==> src/rtl/perf_counter_bank.sv <==
// perf_counter_bank: one cycle counter plus NUM_COUNTERS-1 event counters.
// Counting is enabled only inside a PC-triggered window (START_PC .. FINAL_PC).
// Counters saturate and raise sticky overflow flags. A registered nibble
// readout port serves the VGA digit overlay.
//
// Optional build macro: PERF_SNAPSHOT_EN. When defined, snap_req copies all
// counters into a snapshot bank and readout sources that bank. When undefined,
// snap_req is ignored and readout sources the live counters.
//
// Ports:
//   cpu_clk    clock, all state on rising edge
//   resetN     asynchronous active-low reset
//   pc         current program counter
//   event_in   per-counter event strobes (bit 0 ignored, counter 0 counts cycles)
//   clear      synchronous clear of counters, flags and FSM
//   rd_sel     counter selected for readout
//   rd_nibble  nibble index within the selected counter, 0 = LSN
//   rd_data    selected nibble, one cycle latency
//   state      FSM state: 0 IDLE, 1 RUNNING, 2 DONE
//   overflow   sticky saturation flags, one per counter
//   snap_req   snapshot strobe (only with PERF_SNAPSHOT_EN)
module perf_counter_bank #(
  parameter int unsigned NUM_COUNTERS  = 4,
  parameter int unsigned COUNTER_WIDTH = 32,
  parameter logic [15:0] START_PC      = 16'h0000,
  parameter logic [15:0] FINAL_PC      = 16'hFFFF,
  parameter int unsigned NIBBLE_IDX_W  = 4
) (
  input  logic                            cpu_clk,
  input  logic                            resetN,
  input  logic [15:0]                     pc,
  input  logic [NUM_COUNTERS-1:0]         event_in,
  input  logic                            clear,
  input  logic [$clog2(NUM_COUNTERS)-1:0] rd_sel,
  input  logic [NIBBLE_IDX_W-1:0]         rd_nibble,
  output logic [3:0]                      rd_data,
  output logic [1:0]                      state,
  output logic [NUM_COUNTERS-1:0]         overflow,
  input  logic                            snap_req
);

  localparam int unsigned SEL_W = $clog2(NUM_COUNTERS);
  localparam logic [COUNTER_WIDTH-1:0] CNT_MAX = '1;

  typedef enum logic [1:0] {
    ST_IDLE    = 2'd0,
    ST_RUNNING = 2'd1,
    ST_DONE    = 2'd2
  } state_e;

  state_e                   st;
  logic [COUNTER_WIDTH-1:0] cnt [NUM_COUNTERS];
  logic [NUM_COUNTERS-1:0]  inc_c;
  logic                     sel_ok_c;
  logic [COUNTER_WIDTH-1:0] src_c;
  logic                     unused_ev0;

  assign state      = st;
  assign unused_ev0 = event_in[0];

  // Window FSM; the unreachable encoding 3 behaves like IDLE.
  always_ff @(posedge cpu_clk or negedge resetN) begin
    if (!resetN) begin
      st <= ST_IDLE;
    end else if (clear) begin
      st <= ST_IDLE;
    end else begin
      case (st)
        ST_IDLE:    if (pc == START_PC) st <= ST_RUNNING;
        ST_RUNNING: if (pc == FINAL_PC) st <= ST_DONE;
        ST_DONE:    st <= ST_DONE;
        default:    st <= (pc == START_PC) ? ST_RUNNING : ST_IDLE;
      endcase
    end
  end

  // Increment requests: counter 0 every enabled cycle, others on their event.
  assign inc_c = {NUM_COUNTERS{st == ST_RUNNING}} & {event_in[NUM_COUNTERS-1:1], 1'b1};

  // Saturating counters with sticky overflow.
  always_ff @(posedge cpu_clk or negedge resetN) begin
    if (!resetN) begin
      for (int unsigned i = 0; i < NUM_COUNTERS; i++) cnt[i] <= '0;
      overflow <= '0;
    end else if (clear) begin
      for (int unsigned i = 0; i < NUM_COUNTERS; i++) cnt[i] <= '0;
      overflow <= '0;
    end else begin
      for (int unsigned i = 0; i < NUM_COUNTERS; i++) begin
        if (inc_c[i]) begin
          if (cnt[i] == CNT_MAX) overflow[i] <= 1'b1;
          else                   cnt[i] <= cnt[i] + COUNTER_WIDTH'(1);
        end
      end
    end
  end

  assign sel_ok_c = (32'(rd_sel) < NUM_COUNTERS);

`ifdef PERF_SNAPSHOT_EN
  logic [COUNTER_WIDTH-1:0] snap [NUM_COUNTERS];

  // Snapshot bank captures pre-update counter values; clear wins over snap_req.
  always_ff @(posedge cpu_clk or negedge resetN) begin
    if (!resetN) begin
      for (int unsigned i = 0; i < NUM_COUNTERS; i++) snap[i] <= '0;
    end else if (clear) begin
      for (int unsigned i = 0; i < NUM_COUNTERS; i++) snap[i] <= '0;
    end else if (snap_req) begin
      for (int unsigned i = 0; i < NUM_COUNTERS; i++) snap[i] <= cnt[i];
    end
  end

  always_comb begin
    src_c = '0;
    if (sel_ok_c) src_c = snap[rd_sel[SEL_W-1:0]];
  end
`else
  logic unused_snap;
  assign unused_snap = snap_req;

  always_comb begin
    src_c = '0;
    if (sel_ok_c) src_c = cnt[rd_sel[SEL_W-1:0]];
  end
`endif

  // Shifting past the counter width yields 0 for out-of-range nibble indices.
  always_ff @(posedge cpu_clk or negedge resetN) begin
    if (!resetN) rd_data <= 4'h0;
    else         rd_data <= 4'(src_c >> {rd_nibble, 2'b00});
  end

endmodule
==> config.mk <==
export PLATFORM = sky130hd
export DESIGN_NAME = perf_counter_bank
export DESIGN_NICKNAME = d
export VERILOG_FILES = /design/src/rtl/perf_counter_bank.sv
export SDC_FILE = /design/constraint.sdc
export NUM_CORES = 1
export LEC_CHECK = 0
export CORE_MARGIN = 2
export CORE_UTILIZATION = 50
export DETAILED_ROUTE_END_ITERATION = 10
export PLACE_DENSITY_LB_ADDON = 0.3
export RECOVER_POWER = 50
export SLEW_MARGIN = 20
export SYNTH_ARGS = -nofsm -noshare
export SYNTH_HDL_FRONTEND = slang
export SYNTH_SLANG_ARGS = --single-unit
export TNS_END_PERCENT = 1
==> constraint.sdc <==
create_clock -name cpu_clk -period 3 [get_ports cpu_clk]
set_input_delay 0.75 -clock cpu_clk [delete_from_list [all_inputs] [get_ports cpu_clk]]
set_output_delay 0.75 -clock cpu_clk [all_outputs]
set_load 0.01 [all_outputs]
==> impl_metrics.yaml <==
timing:
  fin_skew_ns: 0.00884
  max_slew_margin_pct: -9.80
  fin_crit_ns: 2.63
  setup_viol: 0
  fmax_mhz: 381
  fin_ws_ns: 0.374
  maxSlewViolCount: 66
  rsz0062_at_grt: "false"
  setup_tns_ns: 0
  max_slew.worst_pin.slew_ns: 1.65
  period_share_pct: 87.5
  hold_violations: 0
power:
  power_leakage_nw: 3.76
  vdd_drop_max_mv: 0.393
  power_density_nw_per_um2: 456
yosys:
  netlist_instances: 922
  ys_ff_latch: 138
  ys.flop_type: "dfrtp_1"
  syn_area_per_cell_um2: 9.53
  yosysSeqAreaShare_pct: 39.3
  synth_area_um2: 8780
  async_reset_ff_share_pct: 100
  synth_nets: 959
  synth_edf_count: 0
  yosysWarnings: 0
  ys_types: 64
finish:
  diodes: 0
  syn_to_final_growth_pct: 15.2
  instances_no_fill: 1195
  fin_nets: 995
  drive_above_1_share_pct: 12.9
setup_path:
  crit_path_start_kind: "flop"
  path_class: "flop to flop"
  crit_family: "simple AND/OR/NAND/NOR gates"
  critPathRequiredTime_ns: 3.31
  worst_ep_arrival_time_ns: 2.94
  path_cells: "and4_1 -> clkbuf_1 -> and4bb_1 -> nand3_1 -> nor4_1 -> mux2_2"
  worst-path-buf-inv: 1
  crit-reg2reg-launch: "cnt[99]$_DFFE_PN0P_"
  cp_slowest_cell: "and4bb_1"
  slowest_delay_ns: 0.50
  r2r_end: "cnt[122]$_DFFE_PN0P_"
  rr_worst_depth: 6
  crit_path_max_fanout: 10
  rrSetupSlack_ns: 0.37
  end_kind: "flop"
  startpoint: "cnt[99]$_DFFE_PN0P_"
routing:
  route.detailed.drc: 0
  wl_per_cell_um: 20.6
  via_per_inst: 6.66
  num_vias: 7957
  antenna_left: 0
  finalWirelength_mm: 24.7
  drt_iter0_markers: 823
  firstDrtPassIters: 5
flow_run:
  maxCapViolCount: 1
clock_tree:
  cts_buffers: 17
  clkTransAtPathRegs_ns: 0.06
  htreeDepth: 4
  cts_root_buffer: "clkbuf_16"
  cts.sinks: 138
  clockBufferDepth: 2
  cts_setup_buffers: 0
  ctsResizeCount: 0
  postCtsHoldBufs: 0
  cts_tree: "done"
  clk-insertion-delay-late_ns: 0.43
placed_design:
  place.gp.congestion: 0.932
  place_hpwl_mm: 17.6
  portBuffers: 37
  dp_cells: 1164
  place_ws_ns: 0.215
floorplan:
  chipWidth_um: 137
  core_um2: 17200
  io_pins: 40
  start_util_pct: 51.0
  row_count: 48
  die_area_um2: 18600
  die_y_um: 137
global_routing:
  grt_max_degree: 74
  grt_pass1_vias: 7548
  grt_usage_pct: 27.6
  grt_pass1_wl_mm: 39.8
  gr-total-overflow: 0
  antenna_found_initial: 0
worst_hold_path:
  min_to: "overflow[0]$_DFFE_PN0P_"
  hp-class: "flop to flop"
  hold_depth: 2
  min_from: "overflow[0]$_DFFE_PN0P_"
outcome:
  violations: "max-capacitance violations, max-slew violations"
  run_status: "finished with violations"
## worst max path at each step
| stage | cells past startpoint | end | slack, ns |
|---|---|---|---|
| CTS | 7 | cnt[124]$_DFFE_PN0P_ | 0.43 |
| detailed placement | 6 | cnt[75]$_DFFE_PN0P_ | 0.22 |
| global route | 2 | overflow[3]$_DFFE_PN0P_ | 0.18 |
| global placement | 8 | cnt[27]$_DFFE_PN0P_ | 0.22 |
| finish | 6 | cnt[122]$_DFFE_PN0P_ | 0.37 |
| floorplan | 6 | rd_data[2]$_DFF_PN0_ | 0.58 |
## cell type report
cell class / instances / area [um^2]
well taps: 225 / 282
multi-input cells: 722 / 5050
clock inverters: 12 / 244
clock buffers: 19 / 453
inverters: 15 / 56.3
repair buffers: 64 / 579
fillers: 1463 / 7120
flip-flops and latches: 138 / 3450
## sequential cells by signal, summed over array words and instances (netlist names)
| signal | flops |
|---|---|
| cnt | 128 |
| rd_data | 4 |
| overflow | 4 |
| state | 2 |
## where the power goes
group | total [mW] | internal (mW) | switching, mW
sequential | 1.88 | 1.87 | 0.00930
clock | 2.51 | 1.68 | 0.831
combinational | 0.226 | 0.0877 | 0.138
## cells in the mapped netlist (19+ instances only)
library cell,n,area [um^2]
a21oi_1,81,405
clkbuf_1,29,109
dfrtp_1,138,3450
mux4_2,32,721
nand2_1,54,203
nand3_1,50,250
nand4_1,42,263
nor2_1,87,327
nor3_1,19,95.1
nor4_1,20,125
o21ai_0,29,145
o31ai_1,22,165
or3_1,39,244
or4_1,28,210
xnor2_1,29,254
## layer usage
metal	part of all wire, %	GRT usage (%)	wire length (um)
met5	0	0	0
met4	3.6	10.0	886
met3	6.9	6.04	1700
met2	46	43.5	11300
met1	44	37.5	10700
## logic make-up after synthesis
kind of cell / synth area share, %
muxes: 10.7
buffers and inverters: 3.15
AOI/OAI and AO/OA: 14.6
xor gates and xnor gates: 4.59
adders and majority gates: 0.997
and+or+nand+nor: 26.7
DFF: 39.3
## through the flow
stage | utilization, % | power (mW) | hold WS, ns | instance area [um^2]
final | 58.7 | 4.62 | 0.502 | 10100
after global routing | 58.7 | 4.75 | 0.535 | 10100
after CTS | 58.9 | 4.64 | 0.333 | 10200
after detailed placement | 54.8 | 2.14 | 0.490 | 9450
after global placement | 54.8 | 2.14 | 0.486 | 9450
after floorplan | - | 2.02 | 0.454 | 8780
## worst register-to-register path: cells and delay by family, from the launching register on
kind	cells	cell delay [ns]
and+or+nand+nor	4	1.31
buffers and inverters	1	0.34
DFF	1	0.49
muxes	1	0.37
## layout by cell type, fill, tap and decap left out, types with 17 or more instances in the layout
master	synthesis	final
dfrtp_1	138	138
nor2_1	87	87
a21oi_1	81	81
nand2_1	54	54
nand3_1	50	50
nand4_1	42	42
or3_1	39	39
clkdlybuf4s50_1	0	34
mux4_2	32	32
o21ai_0	29	29
xnor2_1	29	29
or4_1	28	28
buf_4	2	23
o31ai_1	22	22
nor4_1	20	20
nor3_1	19	19
xor2_1	17	17
clkbuf_16	0	17
No activity file was read; power rests on OpenSTA's default activity.
